**src/rtl/data_mem_lsu_if.sv**
```systemverilog
// Request/response bundle between the datapath (master) and the load/store unit (slave).
`timescale 1ns/1ps
interface data_mem_lsu_if;
  logic        req_valid;
  logic        req_ready;
  logic        req_write;
  logic [2:0]  funct3;
  logic [31:0] addr;
  logic [31:0] wdata;
  logic [31:0] rdata;
  logic        rdata_valid;
  logic        fault;
  logic [31:0] fault_addr;

  modport master (
    output req_valid, req_write, funct3, addr, wdata,
    input  req_ready, rdata, rdata_valid, fault, fault_addr
  );

  modport slave (
    input  req_valid, req_write, funct3, addr, wdata,
    output req_ready, rdata, rdata_valid, fault, fault_addr
  );
endinterface

```
**src/rtl/data_mem_lsu.sv**
```systemverilog
// RV32I load/store unit with integrated synchronous data memory.
// Optional LSU_MISALIGN_TRAP_EN: fault misaligned half/word accesses instead of truncating them.
//
// state | meaning
// IDLE  | ready for a request; stores and faults complete here
// LOAD  | registered word presented on rdata, rdata_valid high
`timescale 1ns/1ps
module data_mem_lsu #(
  parameter int DEPTH_WORDS = 64
) (
  input logic           clk,
  input logic           reset,
  data_mem_lsu_if.slave bus
);
  localparam int AW = $clog2(DEPTH_WORDS);

  typedef enum logic {IDLE, LOAD} state_t;

  state_t      state;
  logic [31:0] mem [DEPTH_WORDS];
  logic [31:0] word_q;
  logic [1:0]  off_q;
  logic [2:0]  f3_q;
  logic        ready_q;
  logic        valid_q;
  logic        fault_q;
  logic [31:0] fault_addr_q;

  logic [AW-1:0] idx;
  logic [1:0]    off_raw;
  logic [1:0]    off_eff;
  logic          is_half;
  logic          is_word;
  logic          legal_f3;
  logic          misalign;
  logic          req_fault;
  logic          accept;
  logic [3:0]    be;
  logic [31:0]   wd;
  logic [31:0]   shifted;
  logic [31:0]   rdata_c;
  logic          unused_addr_bits;

  // Addresses wrap modulo the memory size; the high bits are deliberately dropped.
  assign unused_addr_bits = &{1'b0, bus.addr[31:AW+2]};
  assign accept = bus.req_valid && ready_q;

  always_comb begin
    idx     = bus.addr[AW+1:2];
    off_raw = bus.addr[1:0];
    is_half = (bus.funct3[1:0] == 2'b01);
    is_word = (bus.funct3[1:0] == 2'b10);
    if (bus.req_write)
      legal_f3 = bus.funct3 inside {3'b000, 3'b001, 3'b010};
    else
      legal_f3 = bus.funct3 inside {3'b000, 3'b001, 3'b010, 3'b100, 3'b101};
`ifdef LSU_MISALIGN_TRAP_EN
    misalign = (is_half && off_raw[0]) || (is_word && (off_raw != 2'b00));
    off_eff  = off_raw;
`else
    misalign = 1'b0;
    off_eff  = is_word ? 2'b00 : (is_half ? {off_raw[1], 1'b0} : off_raw);
`endif
    req_fault = !legal_f3 || misalign;
    if (is_word)
      be = 4'b1111;
    else if (is_half)
      be = 4'b0011 << off_eff;
    else
      be = 4'b0001 << off_eff;
    if (is_word)
      wd = bus.wdata;
    else if (is_half)
      wd = {2{bus.wdata[15:0]}};
    else
      wd = {4{bus.wdata[7:0]}};
  end

  // Memory has no reset so contents survive a controller reset.
  always_ff @(posedge clk) begin
    if (accept && bus.req_write && !req_fault) begin
      for (int i = 0; i < 4; i++) begin
        if (be[i])
          mem[idx][8*i +: 8] <= wd[8*i +: 8];
      end
    end
  end

  always_ff @(posedge clk or posedge reset) begin
    if (reset) begin
      state        <= IDLE;
      word_q       <= 32'h0;
      off_q        <= 2'b00;
      f3_q         <= 3'b000;
      ready_q      <= 1'b1;
      valid_q      <= 1'b0;
      fault_q      <= 1'b0;
      fault_addr_q <= 32'h0;
    end else begin
      valid_q <= 1'b0;
      fault_q <= 1'b0;
      case (state)
        IDLE: begin
          if (accept) begin
            if (req_fault) begin
              fault_q      <= 1'b1;
              fault_addr_q <= bus.addr;
            end else if (!bus.req_write) begin
              word_q  <= mem[idx];
              off_q   <= off_eff;
              f3_q    <= bus.funct3;
              valid_q <= 1'b1;
              ready_q <= 1'b0;
              state   <= LOAD;
            end
          end
        end
        LOAD: begin
          ready_q <= 1'b1;
          state   <= IDLE;
        end
      endcase
    end
  end

  // Word loads always carry off_q = 0, so the shifted word is the whole word.
  always_comb begin
    shifted = word_q >> {off_q, 3'b000};
    case (f3_q)
      3'b000:  rdata_c = {{24{shifted[7]}}, shifted[7:0]};
      3'b001:  rdata_c = {{16{shifted[15]}}, shifted[15:0]};
      3'b100:  rdata_c = {24'h0, shifted[7:0]};
      3'b101:  rdata_c = {16'h0, shifted[15:0]};
      default: rdata_c = shifted;
    endcase
  end

  assign bus.req_ready   = ready_q;
  assign bus.rdata_valid = valid_q;
  assign bus.rdata       = rdata_c;
  assign bus.fault       = fault_q;
  assign bus.fault_addr  = fault_addr_q;
endmodule

```
**src/flat_wrapper.sv**
```systemverilog
// flat-port wrapper written by rule: the top's interface ports become plain ports
module data_mem_lsu_flat 
#(
  parameter int DEPTH_WORDS = 64
)
  (clk, reset, bus_req_valid, bus_req_write, bus_funct3, bus_addr, bus_wdata, bus_req_ready, bus_rdata, bus_rdata_valid, bus_fault, bus_fault_addr);
  data_mem_lsu_if bus_i ();
  input logic clk;
  input logic reset;
  input wire logic [$bits(bus_i.req_valid)-1:0] bus_req_valid;
  input wire logic [$bits(bus_i.req_write)-1:0] bus_req_write;
  input wire logic [$bits(bus_i.funct3)-1:0] bus_funct3;
  input wire logic [$bits(bus_i.addr)-1:0] bus_addr;
  input wire logic [$bits(bus_i.wdata)-1:0] bus_wdata;
  output wire logic [$bits(bus_i.req_ready)-1:0] bus_req_ready;
  output wire logic [$bits(bus_i.rdata)-1:0] bus_rdata;
  output wire logic [$bits(bus_i.rdata_valid)-1:0] bus_rdata_valid;
  output wire logic [$bits(bus_i.fault)-1:0] bus_fault;
  output wire logic [$bits(bus_i.fault_addr)-1:0] bus_fault_addr;
  assign bus_i.req_valid = bus_req_valid;
  assign bus_i.req_write = bus_req_write;
  assign bus_i.funct3 = bus_funct3;
  assign bus_i.addr = bus_addr;
  assign bus_i.wdata = bus_wdata;
  assign bus_req_ready = bus_i.req_ready;
  assign bus_rdata = bus_i.rdata;
  assign bus_rdata_valid = bus_i.rdata_valid;
  assign bus_fault = bus_i.fault;
  assign bus_fault_addr = bus_i.fault_addr;
  data_mem_lsu #(.DEPTH_WORDS(DEPTH_WORDS)) u_core (.clk(clk), .reset(reset), .bus(bus_i));
endmodule
```
**config.mk**
```make
export PLATFORM = sky130hd
export DESIGN_NAME = data_mem_lsu_flat
export DESIGN_NICKNAME = d
export VERILOG_FILES = /design/src/rtl/data_mem_lsu_if.sv /design/src/rtl/data_mem_lsu.sv /design/src/flat_wrapper.sv
export SDC_FILE = /design/constraint.sdc
export NUM_CORES = 2
export LEC_CHECK = 0
export ABC_AREA = 1
export BUFFER_PORTS_ARGS = -buffer_cell sky130_fd_sc_hd__buf_2
export CELL_PAD_IN_SITES_DETAIL_PLACEMENT = 1
export CELL_PAD_IN_SITES_GLOBAL_PLACEMENT = 2
export CORE_MARGIN = 8
export CORE_UTILIZATION = 30
export CTS_CLUSTER_DIAMETER = 80
export DETAILED_ROUTE_END_ITERATION = 10
export PLACE_DENSITY_LB_ADDON = 0.1
export SYNTH_ARGS = -nofsm -noshare
export SYNTH_HDL_FRONTEND = slang
export SYNTH_SLANG_ARGS = --single-unit
```
**constraint.sdc**
```tcl
create_clock -name clk -period 2.2 [get_ports clk]
set_clock_uncertainty 0.2 [all_clocks]
set_input_delay 0.11 -clock clk [delete_from_list [all_inputs] [get_ports clk]]
set_output_delay 0.11 -clock clk [all_outputs]
set_load 0.01 [all_outputs]
```
* Word-level counts from Yosys, hierarchy flattened
Memory sizes are Yosys's and may differ from the RTL's. A register that Yosys moved wholly into a read port is not among the register bits.
Index checks and enable logic that the tools add are counted.
** Storage, ports and cells
- Bits in writable memories :: 2048
- Output and inout bits :: 67
- Flip-flop bits (word level) :: 41
- Input port bits :: 71
- Memories :: 1
** Operators by class
- Shift-type cells :: 3
- Equality and inequality tests :: 12
- Multiplexer cells :: 32
- Bitwise logic cells :: 3
- Reductions and logical operators :: 10
** Memories
- u_core.mem :: words 64, width 32, rd ports 1, clocked after memory_dff 1, wr ports 1, RTL line data_mem_lsu.sv:20 : logic [31:0] mem [DEPTH_WORDS];
** Operator list (number)
- one-hot mux 32 bit (4 select lines) :: 1
- two-way mux 32 bit :: 2
- right shift 32 x 5 -> 32 bit :: 1
- two-way mux 1 bit :: 24
- equality test 3 bit, second input constant :: 4
- two-way mux 4 bit :: 2
- equality test 3 x 1 -> 1 bit, second input constant :: 2
- zero test 3 bit :: 2
- AND reduction 3 bit :: 2
- nonzero test 5 bit :: 1
- != test 2 x 1 -> 1 bit, second input constant :: 2
- one-hot mux 1 bit (2 select lines) :: 2
- AND reduction 4 bit :: 1
- << shifter 1 x 2 -> 4 bit, first input constant :: 1
- << shifter 2 x 2 -> 4 bit, first input constant :: 1
- equality test 3 x 2 -> 1 bit, second input constant :: 1
- logical AND 1 bit :: 3
- inverter 1 bit :: 3
- nonzero test 3 bit :: 1
- equality test 2 x 1 -> 1 bit, second input constant :: 1
- equality test 2 bit, second input constant :: 1
- two-way mux 2 bit :: 1
- != test 2 bit, second input constant :: 1

* Longest topological paths before layout
- Depth in word-level cells :: 9
- Mapped depth :: 14
- Depth with buffers taken out :: 10

* Least setup slack after synthesis
Ideal clock, no wire load.
- Kind :: flip-flop to flip-flop
- Start point :: register u_core.ready_q (netlist: u_core.bus.req_ready)
- End point :: memory u_core.mem[20][24] (enable)
- Data required time :: 1.630 ns
- Arrival time :: 1.727 ns
- Buffers on the path :: 1
- Stages on the path, launching flop included :: 8
- Path slack :: -0.097 ns
- Cell sequence :: dfstp_2 -> nand2_1 -> inv_1 -> nand3_1 -> a31oi_1 -> o21ai_1 -> clkbuf_1 -> nor2_1
** On the way
- Longest elaborated chain between the ends :: 5
** Ends and longest elaborated chain
- from (decl) :: RTL line data_mem_lsu.sv:24 : logic ready_q;
- from (signal assigned) :: RTL line data_mem_lsu.sv:95 : ready_q <= 1'b1;
- from (signal assigned) :: RTL line data_mem_lsu.sv:113 : ready_q <= 1'b0;
- from (signal assigned) :: RTL line data_mem_lsu.sv:119 : ready_q <= 1'b1;
- logical AND 1 bit :: RTL line data_mem_lsu.sv:46 : assign accept = bus.req_valid && ready_q;
- logical AND 1 bit (2 in a row) :: RTL line data_mem_lsu.sv:81 : if (accept && bus.req_write && !req_fault) begin
- two-way mux 1 bit :: RTL line data_mem_lsu.sv:81
- two-way mux 1 bit (implied by the code) :: RTL line data_mem_lsu.sv:84 : mem[idx][8*i +: 8] <= wd[8*i +: 8];
- to (decl) :: RTL line data_mem_lsu.sv:20
Every way passes these cells.

* Final worst setup path
- Start point :: register u_core.off_q[0]
- End point :: output port bus_rdata[19]
** On the way
- Longest elaborated chain between the ends :: 2
** Ends and longest elaborated chain
- from (decl) :: RTL line data_mem_lsu.sv:22 : logic [1:0] off_q;
- from (signal assigned) :: RTL line data_mem_lsu.sv:93 : off_q <= 2'b00;
- from (signal assigned) :: RTL line data_mem_lsu.sv:110 : off_q <= off_eff;
- right shift 32 x 5 -> 32 bit :: RTL line data_mem_lsu.sv:128 : shifted = word_q >> {off_q, 3'b000};
- one-hot mux 32 bit (4 select lines) :: RTL line data_mem_lsu.sv:129 : case (f3_q)
- to (decl) :: RTL line flat_wrapper.sv:16 : output wire logic [$bits(bus_i.rdata)-1:0] bus_rdata;
Every way passes these cells.

==> reports/qor.txt <==
Multi-input logic area - 21,800 um2
Hold Path Depth - 9
Outcome - complete, but fails checks
Clk slew on worst S/H paths - 0.06 ns
CP Capture Type - output port
Via Count - 64,880
Static leakage - 49.25 nW
WL final - 356.5 mm
Peak fanout along the critical path - 6
Simple-Gate Fraction of Synth Area - 17.76%
Final Max Tran Viols - 0
Crit Path Class - reg2out
Rel. slew slack - 46.05%
# port buffers - 137
Flops & latches, synth - 2,120
Largest family of logic cells by synthesized area - simple AND/OR/NAND/NOR gates
Total negative slack - -385.23 ns
Internal - 0.07444 W
# DRC - 0
Final hold vios - 0
Row count - 202
Area delta synth->final - 30.66%
Synthesized area - 91,000 um2
DRT Pass-1 Iters - 7
Critical Path AT - 2.61 ns
Area contributors post-synth - edfxtp_1 68%, nand2_1 9.8%, inv_1 6.1%, nor2_1 3.5%, nand3_1 3.4%
YS warnings - 0
Pre-CTS setup slack - -0.7167 ns
Comb pwr share - 13.5%
Crit share post-route - 132.7%
Final GP Congestion - 0.8133
# setup viols final - 2,309
First-pass GRT wire length - 504.0 mm
Peak supply drop - 0.0006128 V
Largest net degree at the start of global routing - 65
Nets - 9,905
Commonest non-fill, non-tap cells in the layout - 2,338 x nand2_1, 2,048 x edfxtp_1, 1,462 x inv_1
Fin area - 118,900 um2
GRT Total Usage - 21.56%
Register share of total power - 45.5%
Final setup margin - -0.7185 ns
Vias/cell - 4.629
Area of the core - 302,300 um2
Wirelength per Cell - 25.43 um
Worst-Margin Slew - 0.8073 ns
Syn avg cell area - 10.51 um2
Filler cells - 32,870
Reg area - 63,310 um2
Vias in the first global route - 67,800
Failing checks - negative setup slack
Max_cap viols - 0
Number of I/O pins - 138
Hold Slack - 0.03072 ns
WP data required - 1.89 ns
Number of H-tree levels - 5
Clock power share - 41.0%
Fmax - 0.3426 GHz
GR Layer Usage met3 - 2.686%
HPWL after DPL - 244.9 mm
RSZ-0062 raised after global routing - true
DR iter-0 viols - 3,879
Top-area cell type share of the netlist area - 67.58%
Sw Share - 26.60%
Switching pwr - 0.02697 W
DRT antenna net count - 0
Clock Tree Buf Depth - 4
Hold Crit Class - in2reg
Post-synthesis xor/xnor area fraction - 0%
Mux cell area share after synthesis - 0.01100%
Die area - 321,200 um2
Final min period - 2.919 ns
Clock insertion delay at the later pin of the skew report - 0.90 ns
DIE WIDTH - 566.8 um
Area leader, netlist - edfxtp_1
Starting density of the core - 30.10%
Post-Synth Adder-Cell Area - 0%
Compound-Gate Fraction of Synth Area - 4.291%
PwrDens - 853.0 nW/um2
Mapped Cells - 8,661
Met2 Use GR - 37.29%
Most used routing layer - met2
CTS buffer count - 264
Root Driver - clkbuf_16
Antenna violations before repair - 19
Commonest non-fill, non-tap cell in the layout - nand2_1
Clock sinks - 2,120
Met1 Resource Use GR - 28.67%
CTS tree - yes
Critical Path Source Type - flip-flop
Reg2Reg Depth - 11
Sequential-to-total area share from yosys stat - 69.56%
Post-DP Area - 105,900 um2
Post-synthesis net count - 8,732
Global route total overflow - 0
Synth cell types - 30
Die height - 566.8 um
Share of cells above drive strength 1 - 19.52%
## path summary, 6_finish.rpt
kind / startpoint / slack, ns / to
hold reg to reg: u_core.bus.fault_addr[26]$_DFFE_PP0P_ / 0.28 / u_core.bus.fault_addr[26]$_DFFE_PP0P_
setup reg to reg: u_core.bus.req_ready$_DFFE_PP1P_ / -0.29 / u_core.mem[59][12]$_DFFE_PP_
max in group asynchronous: reset / 0.83 / u_core.off_q[0]$_DFFE_PP0P_
hold / removal: bus_funct3[0] / 0.03 / u_core.bus.fault_addr[1]$_DFFE_PP0P_
min in group asynchronous: reset / 0.24 / u_core.bus.fault_addr[11]$_DFFE_PP0P_
setup / recovery: u_core.off_q[0]$_DFFE_PP0P_ / -0.72 / bus_rdata[19]
## repair_timing
action | 4_1_cts | 5_1_grt
gates resized for setup | 546 | 213
endpoints found under the hold margin | 2168 | 1
hold buffers | 104 | 1
gates cloned | 24 | 7
setup endpoints to repair | 2115 | 2436
pin swaps | 10 | 14
setup buffers | 26 | 21
## power by group through the flow
stage / sequential, W / combinational [W] / clock [W]
final: 0.0461 / 0.0137 / 0.0416
after global routing: 0.0461 / 0.0146 / 0.0441
after CTS: 0.0461 / 0.0134 / 0.0429
after detailed placement: 0.0469 / 0.0124 / 0
after global placement: 0.0469 / 0.0123 / 0
after floorplan: 0.0466 / 0.00476 / 0
## area by class of cell
cell class,count,share of cell area [%]
Sequential cell,2120,53.24
Multi-Input combinational cell,4637,18.33
Timing Repair Buffer,1326,12.69
Clock buffer,343,5.937
Inverter,1484,4.713
Tap cell,3978,4.186
Clock inverter,120,0.8745
Antenna cell,7,0.01473
Timing Repair inverter,1,0.006314
## Yosys cell counts (all sizes together)
master and n:
nor2 867, nor3 10, a21oi 27, o21ai 329, o211ai 280, buf 293, dfrtp 71, or2 120
clkinv 2, inv 1482, dfstp 1, nand3 624, a31oi 1, mux2i 1, nand2 2376, o31ai 2
clkbuf 127, edfxtp 2048
## state kept, by name, summed over array words and instances (netlist names)
signal and flops:
u_core.bus.fault_addr 32, u_core.state 1, u_core.f3_q 3, u_core.word_q 32, u_core.mem 2048, u_core.bus.fault 1, u_core.off_q 2, u_core.bus.req_ready 1
## metrics by stage
step | cells | utilization (%) | total power [W]
6_report | 14020 | 39.33 | 0.1014
5_1_grt | 14010 | 39.33 | 0.1048
4_1_cts | 13990 | 38.99 | 0.1023
3_5_place_dp | 13370 | 35.03 | 0.05924
3_3_place_gp | 13370 | 35.03 | 0.05918
2_1_floorplan | 8661 | - | 0.05136
## metal layers
metal / part of all wire, % / wire (um) / up-vias
met5: 0 / 0 / -
met4: 3.0 / 10720 / 0
met3: 3.6 / 12700 / 440
met2: 49 / 173700 / 1065
met1: 45 / 159400 / 32920
li1: - / - / 30460
## critical path: stages, from the launching register on
cell and delay, ns:
dfrtp_2 0.46, o21ai_2 0.18, nor2_1 0.05, a21oi_1 0.13, buf_4 0.18, nand3_4 0.09, o21ai_4 0.10, clkinvlp_4 0.15
buf_6 0.15, o21ai_1 0.07, buf_2 0.16
## cell families (layout without fill, tap and decap cells)
kind of cell,Yosys count,count (layout)
compound gates,639,639
buf+inv,1904,3274
flops,2120,2120
mux,1,1
other cells,0,7
simple gates,3997,3997
No activity file was read; power rests on OpenSTA's default activity.
